[src/rtl/uart_tx.sv]
// UART transmitter with a one-entry holding buffer and optional even parity.
// Frames back-to-back with no idle gap whenever a byte is waiting.
module uart_tx #(
  parameter int unsigned CLKS_PER_BIT = 5208,
  parameter bit          PARITY_EN    = 1'b1
) (
  input  logic       CLK50MHz,
  input  logic       RESET,
  input  logic [7:0] DATA,
  input  logic       VALID,
  output logic       READY,
  output logic       TX,
  output logic       BUSY,
  output logic       DONE
);

  typedef enum logic [2:0] {
    S_IDLE,
    S_START,
    S_DATA,
    S_PARITY,
    S_STOP
  } state_t;

  localparam logic [15:0] LAST = 16'(CLKS_PER_BIT - 1);

  state_t      state, nstate;
  logic [15:0] cnt, ncnt;
  logic [2:0]  idx, nidx;
  logic [7:0]  shreg, nshreg;
  logic [7:0]  hold, nhold;
  logic        par, npar;
  logic        full, nfull;
  logic        tx_q, ntx;
  logic        done_q;
  logic        accept;
  logic        last;
  logic        fin;

  assign accept = VALID & ~full;
  assign last   = (cnt == LAST);
  assign fin    = (state == S_STOP) & last;

  assign READY = ~full;
  assign BUSY  = (state != S_IDLE);
  assign TX    = tx_q;
  assign DONE  = done_q;

  always_comb begin
    nstate = state;
    ncnt   = cnt;
    nidx   = idx;
    nshreg = shreg;
    npar   = par;
    nhold  = hold;
    nfull  = full;
    ntx    = 1'b1;

    unique case (state)
      S_IDLE: begin
        if (accept) begin
          nstate = S_START;
          ncnt   = '0;
          nshreg = DATA;
          npar   = ^DATA;
        end
      end
      S_START: begin
        if (last) begin
          nstate = S_DATA;
          nidx   = '0;
          ncnt   = '0;
        end else begin
          ncnt = cnt + 16'd1;
        end
      end
      S_DATA: begin
        if (last) begin
          ncnt = '0;
          if (idx == 3'd7) begin
            nstate = PARITY_EN ? S_PARITY : S_STOP;
          end else begin
            nidx = idx + 3'd1;
          end
        end else begin
          ncnt = cnt + 16'd1;
        end
      end
      S_PARITY: begin
        if (last) begin
          nstate = S_STOP;
          ncnt   = '0;
        end else begin
          ncnt = cnt + 16'd1;
        end
      end
      S_STOP: begin
        if (last) begin
          ncnt = '0;
          if (full) begin
            nstate = S_START;
            nshreg = hold;
            npar   = ^hold;
            nfull  = 1'b0;
          end else if (accept) begin
            nstate = S_START;
            nshreg = DATA;
            npar   = ^DATA;
          end else begin
            nstate = S_IDLE;
          end
        end else begin
          ncnt = cnt + 16'd1;
        end
      end
      default: begin
        nstate = S_IDLE;
        ncnt   = '0;
      end
    endcase

    // engine busy and not about to reload: park the byte
    if (accept && state != S_IDLE && !fin) begin
      nfull = 1'b1;
      nhold = DATA;
    end

    unique case (nstate)
      S_START:  ntx = 1'b0;
      S_DATA:   ntx = nshreg[nidx];
      S_PARITY: ntx = npar;
      default:  ntx = 1'b1;
    endcase
  end

  always_ff @(posedge CLK50MHz or posedge RESET) begin
    if (RESET) begin
      state  <= S_IDLE;
      cnt    <= '0;
      idx    <= '0;
      shreg  <= '0;
      par    <= 1'b0;
      hold   <= '0;
      full   <= 1'b0;
      tx_q   <= 1'b1;
      done_q <= 1'b0;
    end else begin
      state  <= nstate;
      cnt    <= ncnt;
      idx    <= nidx;
      shreg  <= nshreg;
      par    <= npar;
      hold   <= nhold;
      full   <= nfull;
      tx_q   <= ntx;
      done_q <= fin;
    end
  end

endmodule
[config.mk]
export PLATFORM = sky130hd
export DESIGN_NAME = uart_tx
export DESIGN_NICKNAME = d
export VERILOG_FILES = /design/src/rtl/uart_tx.sv
export SDC_FILE = /design/constraint.sdc
export NUM_CORES = 1
export LEC_CHECK = 0
export BUFFER_PORTS_ARGS = -buffer_cell sky130_fd_sc_hd__buf_4
export CORE_UTILIZATION = 55
export DETAILED_ROUTE_END_ITERATION = 7
export PLACE_DENSITY = 0.76
export SLEW_MARGIN = 25
export SYNTH_ARGS = -nofsm -noshare
export SYNTH_HDL_FRONTEND = slang
export SYNTH_SLANG_ARGS = --single-unit
[constraint.sdc]
create_clock -name CLK50MHz -period 2.1 [get_ports CLK50MHz]
set_input_delay 0.525 -clock CLK50MHz [delete_from_list [all_inputs] [get_ports CLK50MHz]]
set_output_delay 0.525 -clock CLK50MHz [all_outputs]
set_load 0.1 [all_outputs]
==> results.txt <==
sw frac: 23.89%
initial antenna violation count: 0
Ys Warns: 0
first-pass GRT wire length: 10.43 mm
register area share after synthesis: 41.80%
Leakage: 0.001403 uW
worst r2r src: cnt[1]
drt first pass iters: 5
DP HPWL: 4.584 mm
Cell Int Power: 1327 uW
Tot Pwr: 1744 uW
minimum clock period: 2177 ps
Routed WL: 6.132 mm
Total GRT Usage: 27.13%
RSZ-0062 raised after global routing: yes
Routability Congestion: 0.8694
Vert. Die Dim: 69.66 um
Top Ports: 15
Fmax: 0.4594 GHz
share of power burned in registers: 50.0%
clk_skew: 5.627 ps
Synth top area share: 40.76%
Num CTS Buffers: 5
total grt overflow: 0
count of final hold-check violations: 0
ys async rst share: 100.0%
Vias: 2259
pin count of the biggest net entering global routing: 17
clock share of power: 36.3%
area of the core: 4384 sq um
Worst-Margin Slew: 472.2 ps
nets@finish: 343
Post-Syn Area: 2517 sq um
status: complete, but fails checks
CTS max path bufs: 2
crit-path max FO: 9
Data required, critical path: 2310 ps
cell taking the most area after synthesis: dfrtp_1
CP Class: reg -> reg
final max-slew violation count: 0
Most used DFF post-synth: dfrtp_1
failing checks: setup timing
worst skew pair latency: 290 ps
Root Buffer: clkbuf_8
drt via density: 5.898
reg-to-reg endpoint: TX
I/O Buffers: 14
Mapped Avg Cell Area: 9.358 sq um
Data arrival, critical path: 2390 ps
setup TNS: -76.76 ps
initial core utilization: 57.42%
EDFF count, synth: 0
antenna cells: 0
Core Util, Final: 72.23%
Routed Antenna Nets: 0
clock sinks: 42
R2R setup slack: -80 ps
DR WL/cell: 16.01 um
Horiz. Die Dim: 69.66 um
maximum VDD drop: 0.3800 mV
post-route setup slack: -76.76 ps
die footprint: 4852 sq um
area delta synth->final: 25.80%
Synth top cells by count: dfrtp_1, nand2_1, nor2_1, o21ai_0, xnor2_1
Synth Register Bits: 42
Placement Cell Area: 3022 sq um
H-tree depth: 2
Worst slew margin: 68.48%
synthesized netlist cell count: 269
sw power: 416.7 uW
TritonCTS clock tree: built
Hold Crit Class: in -> async
DR DRC count: 0
clock slew at reported path FFs: 80 ps
critical path launch point type: flip-flop
ranking of synthesized cells by area: dfrtp_1, xnor2_1, nand2_1
Crit. End Element: flip-flop
number of setup violations in the final report: 1
vias in the first global route: 2203
Gate power share: 13.7%
max_cap viols: 0
pwr dens: 550.7 nW/um^2
row count: 24
layout cells sized above 1: 30.82%
Worst R2R Path Depth: 9
syn_nets: 282
Netlist cell types: 58
most frequent cell after synthesis: dfrtp_1
1st-iter DRT viols: 205
fin area: 3167 sq um
final worst-path cycle share: 103.7%
## area by class of cell
| cell class | count | area, sq um |
|---|---|---|
| clock buffers | 6 | 72.57 |
| clock inverters | 2 | 37.54 |
| fillers | 332 | 1217 |
| inverters | 11 | 41.29 |
| multi-input cells | 201 | 1369 |
| flip-flops and latches | 42 | 1052 |
| well taps | 52 | 65.06 |
| repair buffers | 69 | 529.3 |
## sequential cells by signal (all words and copies together) (netlist names)
name   flops
DONE       1
idx        3
state      3
cnt       16
full       1
par        1
TX         1
shreg      8
hold       8
## cells by family after synthesis
group / synth area share [%]
compound gates: 21.02
buf+inv: 4.771
fa+ha+maj: 0.9939
mux: 5.765
simple gates: 18.34
flops: 41.80
xor+xnor: 7.306
## worst max path at each step
stage,from,to,slack (ps),cells after the start
after global placement,cnt[1],TX,-130,9
after detailed placement,cnt[1],TX,-230,8
after CTS,cnt[1],TX,-80,9
final,cnt[1],TX,-80,9
after floorplan,cnt[0],TX,10,10
after global routing,cnt[1],TX,-140,9
## placed cells by master (no fill, tap or decap), types with 4 or more instances in the layout
cell type	count
nor2_1	20
nor3_1	6
and3_1	5
buf_4	66
inv_1	9
clkbuf_8	5
o22ai_1	5
mux2i_1	4
a32oi_1	4
nand3_1	11
xor2_1	5
dfrtp_1	41
xnor2_1	16
mux2_2	8
o21ai_0	19
nand2_1	29
a21oi_1	8
## what timing repair did
item                                    in CTS  in global routing
hold buffers                                 0                  0
resized for setup                            7                  4
pin swaps                                    2                  3
buffers inserted                             0                  1
endpoints found under the setup margin       8                  8
## power by group through the flow
stage / sequential, uW / clock, uW / combinational [uW]
2_1_floorplan: 889 / 0 / 152
3_3_place_gp: 886 / 0 / 235
3_5_place_dp: 888 / 0 / 239
4_1_cts: 872 / 637 / 241
5_1_grt: 876 / 668 / 262
6_report: 872 / 632 / 240
## metrics by stage
stage,cells,hold slack [ps],worst slack (ps)
2_1_floorplan,269,446.1,10.63
3_3_place_gp,374,470.9,-128.8
3_5_place_dp,374,478.7,-227.2
4_1_cts,382,252.5,-75.93
5_1_grt,383,297.7,-139.6
6_report,383,246.0,-76.76
## critical path, cell delays in order, from the launching register on
cell and delay (ps):
dfrtp_1 360, ha_2 180, and4bb_1 250, and4_4 320, o211ai_1 130, a21oi_2 220
inv_2 80, mux2_4 300, a211oi_2 200, a211oi_2 50
## routing by layer
layer,global-route usage (%),wire length (um),vias up
li1,-,-,1098
met1,35.63,2693,1081
met2,45.74,3031,62
met3,4.797,256,18
met4,8.667,150,0
met5,0,0,-
No activity file was read; power rests on OpenSTA's default activity.
